==> config.mk <==
export PLATFORM = sky130hd
export DESIGN_NAME = alu_div32
export DESIGN_NICKNAME = d
export VERILOG_FILES = /design/src/rtl/alu_div32.sv
export SDC_FILE = /design/constraint.sdc
export NUM_CORES = 1
export LEC_CHECK = 0
export ABC_AREA = 1
export CORE_MARGIN = 2
export CORE_UTILIZATION = 30
export CTS_CLUSTER_SIZE = 10
export DETAILED_ROUTE_END_ITERATION = 7
export DONT_BUFFER_PORTS = 1
export SETUP_SLACK_MARGIN = 0.1
export SLEW_MARGIN = 20
export SYNTH_ARGS = -nofsm -noshare
export SYNTH_HDL_FRONTEND = slang
export SYNTH_SLANG_ARGS = --single-unit
==> constraint.sdc <==
create_clock -name clk -period 12 [get_ports clk]
set_clock_uncertainty 0.2 [all_clocks]
set_input_delay 2.4 -clock clk [delete_from_list [all_inputs] [get_ports clk]]
set_output_delay 2.4 -clock clk [all_outputs]
set_load 0.01 [all_outputs]
==> src/rtl/alu_div32.sv <==
// rtl/alu_div32.sv - iterative restoring 32-bit divider, one quotient bit per clock
module alu_div32 #(
    parameter int WIDTH = 32
) (
    input  logic             clk,
    input  logic             rst,
    input  logic             start,
    input  logic [3:0]       op1,
    input  logic [WIDTH-1:0] in0,
    input  logic [WIDTH-1:0] in1,
    output logic             busy,
    output logic             done,
    output logic [WIDTH-1:0] quotient,
    output logic [WIDTH-1:0] remainder,
    output logic             zero,
    output logic             N,
    output logic             overflow,
    output logic             divzero,
    output logic             carryout
);

    localparam int CW = $clog2(WIDTH);
    localparam logic [WIDTH-1:0] MIN_NEG  = {1'b1, {(WIDTH-1){1'b0}}};
    localparam logic [WIDTH-1:0] ALL_ONES = {WIDTH{1'b1}};

    typedef enum logic [1:0] {
        S_IDLE = 2'd0,
        S_CALC = 2'd1,
        S_FIX  = 2'd2,
        S_DONE = 2'd3
    } state_t;

    state_t state, state_next;

    logic [WIDTH-1:0] a0;       // captured dividend
    logic [WIDTH-1:0] a1;       // captured divisor
    logic             sgn;      // signed mode
    logic             div0;     // divisor was zero
    logic             neg_q;    // quotient needs negation
    logic             neg_r;    // remainder needs negation
    logic [WIDTH-1:0] dvd;      // dividend magnitude, shifts into quotient
    logic [WIDTH-1:0] dvs;      // divisor magnitude
    logic [WIDTH-1:0] rem;      // partial remainder, always < dvs
    logic [CW-1:0]    count;

    logic             accept;
    logic             in_signed;
    logic [WIDTH:0]   rem_sh;
    logic             ge;
    logic [WIDTH-1:0] rem_step;
    logic [WIDTH-1:0] dvd_step;
    logic [WIDTH-1:0] q_fix;
    logic [WIDTH-1:0] r_fix;
    logic             ovf_fix;

    assign in_signed = (op1 == 4'b0001);
    assign accept    = (state == S_IDLE) && start && ((op1 == 4'b0000) || in_signed);
    assign carryout  = 1'b0;

    // State register
    always_ff @(posedge clk or posedge rst) begin
        if (rst) begin
            state <= S_IDLE;
        end else begin
            state <= state_next;
        end
    end

    // Next-state logic; a zero divisor skips the loop but still passes through
    // FIX so its result and done land one edge after the accept
    always_comb begin
        state_next = state;
        case (state)
            S_IDLE: if (accept) state_next = (in1 == '0) ? S_FIX : S_CALC;
            S_CALC: if (count == '0) state_next = S_FIX;
            S_FIX:  state_next = S_DONE;
            S_DONE: state_next = S_IDLE;
            default: state_next = S_IDLE;
        endcase
    end

    // One shift-subtract step and the sign-corrected final results
    always_comb begin
        rem_sh   = {rem, dvd[WIDTH-1]};
        ge       = rem_sh >= {1'b0, dvs};
        rem_step = ge ? (rem_sh[WIDTH-1:0] - dvs) : rem_sh[WIDTH-1:0];
        dvd_step = {dvd[WIDTH-2:0], ge};
        if (div0) begin
            q_fix = ALL_ONES;
            r_fix = a0;
        end else begin
            q_fix = neg_q ? (~dvd + 1'b1) : dvd;
            r_fix = neg_r ? (~rem + 1'b1) : rem;
        end
        ovf_fix = sgn && !div0 && (a0 == MIN_NEG) && (a1 == ALL_ONES);
    end

    // Datapath and output registers
    always_ff @(posedge clk or posedge rst) begin
        if (rst) begin
            a0        <= '0;
            a1        <= '0;
            sgn       <= 1'b0;
            div0      <= 1'b0;
            neg_q     <= 1'b0;
            neg_r     <= 1'b0;
            dvd       <= '0;
            dvs       <= '0;
            rem       <= '0;
            count     <= '0;
            busy      <= 1'b0;
            done      <= 1'b0;
            quotient  <= '0;
            remainder <= '0;
            zero      <= 1'b0;
            N         <= 1'b0;
            overflow  <= 1'b0;
            divzero   <= 1'b0;
        end else begin
            case (state)
                S_IDLE: begin
                    if (accept) begin
                        a0    <= in0;
                        a1    <= in1;
                        sgn   <= in_signed;
                        div0  <= (in1 == '0);
                        neg_q <= in_signed && (in0[WIDTH-1] ^ in1[WIDTH-1]);
                        neg_r <= in_signed && in0[WIDTH-1];
                        dvd   <= (in_signed && in0[WIDTH-1]) ? (~in0 + 1'b1) : in0;
                        dvs   <= (in_signed && in1[WIDTH-1]) ? (~in1 + 1'b1) : in1;
                        rem   <= '0;
                        count <= CW'(WIDTH - 1);
                        busy  <= 1'b1;
                    end
                end
                S_CALC: begin
                    rem   <= rem_step;
                    dvd   <= dvd_step;
                    count <= count - 1'b1;
                end
                S_FIX: begin
                    quotient  <= q_fix;
                    remainder <= r_fix;
                    zero      <= (q_fix == '0);
                    N         <= q_fix[WIDTH-1];
                    overflow  <= ovf_fix;
                    divzero   <= div0;
                    done      <= 1'b1;
                end
                S_DONE: begin
                    done <= 1'b0;
                    busy <= 1'b0;
                end
                default: ;
            endcase
        end
    end

endmodule
Word level (Yosys, flattened, before mapping) --
Cells that the tools add are included.
Storage, ports and cells: output and inout bits 71, memories kept 0, bits of input ports 71, word-level logic and storage cells 81, bits in latches 0, bits in writable memories 0, memory bits (read-only) 0, register bits 241
Cells by class: reduce and logical (&&, ||, !) cells 22, shift operators 0, eq/ne operators 8, mux-type cells 20, order comparisons 1, bitwise logic cells 5, $mul 0, add/sub/neg operators 6, div/mod/pow operators 0
Operator list (number):
- 32-bit two-way mux | 9
- 32-bit by 1-bit adder with 32-bit output, second input constant | 4
- 32-bit inverter | 4
- 32-bit case mux with 2 select lines | 2
- 32-bit equality test, second input constant | 2
- 32-bit zero test | 2
- 33-bit by 32-bit >= comparator with 1-bit output | 1
- 32-bit subtractor | 1
- 5-bit case mux with 2 select lines | 1
- 1-bit logical AND | 8
- 2-bit case mux with 4 select lines | 1
- 2-bit AND reduction | 4
- 2-bit two-way mux | 3
- 2-bit nonzero test | 3
- 5-bit zero test | 1
- 5-bit two-way mux | 1
- 5-bit by 1-bit subtractor with 5-bit output, second input constant | 1
- 2-bit equality test, second input constant | 2
- 4-bit by 1-bit equality test with 1-bit output, second input constant | 1
- 4-bit zero test | 1
- 2-bit inequality test, second input constant | 2
- 1-bit case mux with 2 select lines | 2
- 2-bit by 1-bit equality test with 1-bit output, second input constant | 1
- 2-bit zero test | 1
- other kinds (4) | 4

Longest topological paths before layout --
depth in word-level cells 5, depth in mapped cells 16, gate-level depth less buffers 16

Worst setup path after synthesis --
Ideal clock, no wire load.
path type input to register, start input port in0[1], end register dvd[20], data required time 11669 ps, setup slack 7974 ps, buffers on the path 0, cell stages on the path 13, setup time 131 ps, arrival time 3696 ps, cell sequence inv_1 > ha_1 > nand3_1 > nor2_1 > inv_1 > nor2_1 > nand4_1 > nor2_1 > nand2_1 > nand3_1 > nand2_1 > o21ai_0 > o21ai_0
Between the ends: cells in the longest elaborated chain, start to end 5
Ends and longest elaborated chain:
- start, declared | line 9 | input logic [WIDTH-1:0] in0,
- 32-bit inverter | line 129 | dvd <= (in_signed && in0[WIDTH-1]) ? (~in0 + 1'b1) : in0;
- 32-bit by 1-bit adder with 32-bit output | line 129
- 32-bit two-way mux | line 129
- 32-bit two-way mux | line 122 | if (accept) begin
- 32-bit case mux with 2 select lines | line 120 | case (state)
- end signal, assigned | line 129
- end signal, assigned | line 138 | dvd <= dvd_step;
- end, declared | line 41 | logic [WIDTH-1:0] dvd;
Every way passes these cells. The select of a mux whose other input is x is not followed. A chain may end at the register's enable or synchronous reset.

Worst setup path after layout --
start input port op1[3], end register count[4]
Between the ends: cells in the longest elaborated chain, start to end 5, elaborated cells between the ends (all ways) 6, classes of those cells eq/ne (2); reduce/logical (4)
Ends and longest elaborated chain:
- start, declared | line 8 | input logic [3:0] op1,
- 4-bit by 1-bit equality test with 1-bit output / 4-bit zero test (equally long branches) | line 56, 57
- 1-bit logical OR (*) | line 57 | assign accept = (state == S_IDLE) && start && ((op1 == 4'b0000) || in_signed);
- 1-bit logical AND (*) | line 57
- 2-bit inequality test (no line) (*)
- 2-bit AND reduction (no line) (*)
- end signal, assigned | line 132 | count <= CW'(WIDTH - 1);
- end signal, assigned | line 139 | count <= count - 1'b1;
- end, declared | line 44 | logic [CW-1:0] count;
Mark *: on every way between the ends. The rest lies on a longest branch, timed or not.

==> reports/metrics.csv <==
metric,value,unit
viasPerCell,5.15,
syn_avg_cell_area,6.93,um2
grt.total_usage,0.196,
io_pins,142,
cp_data_arrival_time,5.61,ns
drv_cap,0,
slew_headroom,0.337,
grt_overflow_total,0,
finalNonFillerCells,2920,
synth.distinct_cells,53,
row_count,83,
drt-total-wl,53500,um
initial_core_util,0.305,
drtIter0Drc,1315,
num_vias,15000,
place_inst,2873,
final_core_util,0.333,
vdd.ir_drop.worst,142,uV
syn_nets,2378,
power_density,251,nW/um2
ys_seq_area_frac,0.381,
root_buffer,clkbuf_16,
p_leak,0.00836,uW
grt_max_degree,109,
routabilityCongestion,0.906,
slew_violations,0,
insertion_delay,0.57,ns
use_met2,0.293,
hold_path.class,flop to flop,
synth-edff-count,0,
worst_pin_slew,0.992,ns
synthArstFlopShare,1.00,
dr.pass1.iters,7,
power,4300,uW
chipWidth,233,um
grt_pass1_vias,14300,
port_buffers,0,
syn2layout_area_growth,9.37,%
final.setup.tns,0,ns
required,12.25,ns
grtUsageMet1,0.282,
status,"finished, final reports clean",
netlist_area,15700,um2
cp_max_fo,75,
tritoncts,built,
hold_ws,0.280,ns
crit_path_end_kind,flop,
core-area,51500,um2
nets,2340,
yosys_warnings,0,
cts_setup_buffers,0,
antenna_found_initial,2,
rsz0062_at_grt,no,
ctsHoldBuffers,0,
ctsResizeCount,0,
ff2ff_setup_slack,7.71,ns
cp-start-kind,input port,
gr-usage-met3,0.0488,
clk_path_buf_depth,3,
hpwl,41000,um
synth-seq-cells,239,
numCtsBuffers,30,
critical_path_class,input port to flop,
hold_depth,2,
layout-drive-gt1-share,0.0473,
final_antenna_net_count,0,
synth-main-ff-cell,dfrtp_1,
die-height,233,um
dieArea,54200,um2
clkTransAtPathRegs,0.06,ns
finalCriticalPeriod,5.36,ns
drc,0,
clock_sinks,239,
fin_crit_sh,0.446,
grt_pass1_wl,82900,um
busiest_layer,met2,
final-setup-viol-count,0,
fmax,187,MHz
hold_violations,0,
reg2reg_depth,11,
routedWlPerCell,18.3,um
syn_inst,2263,
cts.htree.levels,1,
worst paths after layout:
kind	startpoint	to
max	op1[3]	count[4]$_DFFE_PP0P_
min	a1[29]$_DFFE_PP0P_	a1[29]$_DFFE_PP0P_
max reg2reg	state[0]$_DFFE_PP0P_	count[4]$_DFFE_PP0P_
min reg2reg	a1[29]$_DFFE_PP0P_	a1[29]$_DFFE_PP0P_
max in group asynchronous	rst	dvs[1]$_DFFE_PP0P_
min in group asynchronous	rst	a1[0]$_DFFE_PP0P_
worst max-delay path: stages:
cell and delay (ns):
nor2_2 0.16, nand4_4 0.60, buf_4 0.59, nand2_1 0.14, buf_4 0.45, inv_2 0.53
nor3_1 0.35, inv_1 0.08, o21ai_0 0.15, nand3_1 0.08
sequential cells by signal, indices dropped and copies added, names as in the netlist, 2 cells and up:
name,count
a0,32
a1,32
count,5
dvd,32
dvs,31
quotient,32
rem,32
remainder,32
state,2
synth_stat cells, types with 3 or more instances:
cell      count  area (um2)
nand4_1      27         169
inv_2         6        22.5
a21oi_1     104         521
o22ai_1       6        37.5
nand3_1     227        1140
o21ai_0     215        1080
xnor2_1      13         114
nor3_2        4        40.0
o21bai_1     10        75.1
nand3_2       3        30.0
nand3b_1     11        82.6
clkinv_1      3        11.3
nor4_1       11        68.8
a31oi_1       3        18.8
nand2_2       6        37.5
inv_1       247         927
nor2_2        7        43.8
buf_2        21         105
nand2_1     625        2350
o211ai_1     14         105
o21ai_2       3        26.3
nor2_4        4        45.0
xor2_1       34         298
nor3_1       25         125
buf_1         7        26.3
a21o_1        5        37.5
o21a_1        5        37.5
or2_2         8        50.1
o221ai_1     10        87.6
dfrtp_1     239        5980
clkbuf_1     50         188
o31ai_1       5        37.5
a22o_1        3        26.3
nor2_1      202         758
ha_1         43         538
a22oi_1       6        45.0
o21ai_1      25         125
buf_6         5        56.3
cell usage in the layout (no fill, tap or decap), types with 7 or more instances in the layout:
cell type  count
nor2_2         7
a21oi_1      103
inv_2          7
nand3b_1      11
nor4_1        11
xor2_1        34
nor3_1        25
o21ai_1       25
clkbuf_16     30
ha_1          43
clkbuf_1       8
o211ai_1      14
o21ai_0      215
or2_2          8
nand2_1      625
xnor2_1       13
buf_4         15
o221ai_1      10
dfrtp_1      239
nand4_1       27
nor2_1       202
inv_1        244
nand3_1      227
o21bai_1      10
report_power, final:
group | switching (uW) | internal, uW | total [uW]
clock | 352 | 477 | 830
combinational | 1340 | 627 | 1970
sequential | 358 | 1150 | 1500
total | 2050 | 2250 | 4300
through the flow:
step | setup slack, ns | instance area (um2)
finish | 6.64 | 17200
global placement | 6.08 | 16300
detailed placement | 6.08 | 16300
global route | 6.28 | 17200
floorplan | 2.84 | 15700
CTS | 6.68 | 17200
final cells by class:
cell class              instances  area [um2]
clock buffers                  42         836
repair buffers                 15         113
multi-input cells            1683        8370
diodes                          1        2.50
well taps                     680         851
fillers                      5557       34300
flip-flops and latches        239        5980
clock inverters                 4        38.8
inverters                     256         968
cell families after synthesis:
| family | Yosys count | synth area share |
|---|---|---|
| AND/OR/NAND/NOR | 1170 | 0.321 |
| other | 1 | 0.000239 |
| buffers and inverters | 341 | 0.0861 |
| XOR/XNOR | 47 | 0.0262 |
| AO/OA/AOI/OAI | 420 | 0.149 |
| multiplexers | 1 | 0.000717 |
| flip-flops | 239 | 0.381 |
| adder cells (fa/ha/maj) | 44 | 0.0356 |
layer usage:
layer	up-vias	part of all wire
li1	7342	-
met4	0	0.020
met2	518	0.43
met3	60	0.086
met5	-	0
met1	7116	0.47
No activity file was read; power rests on OpenSTA's default activity.
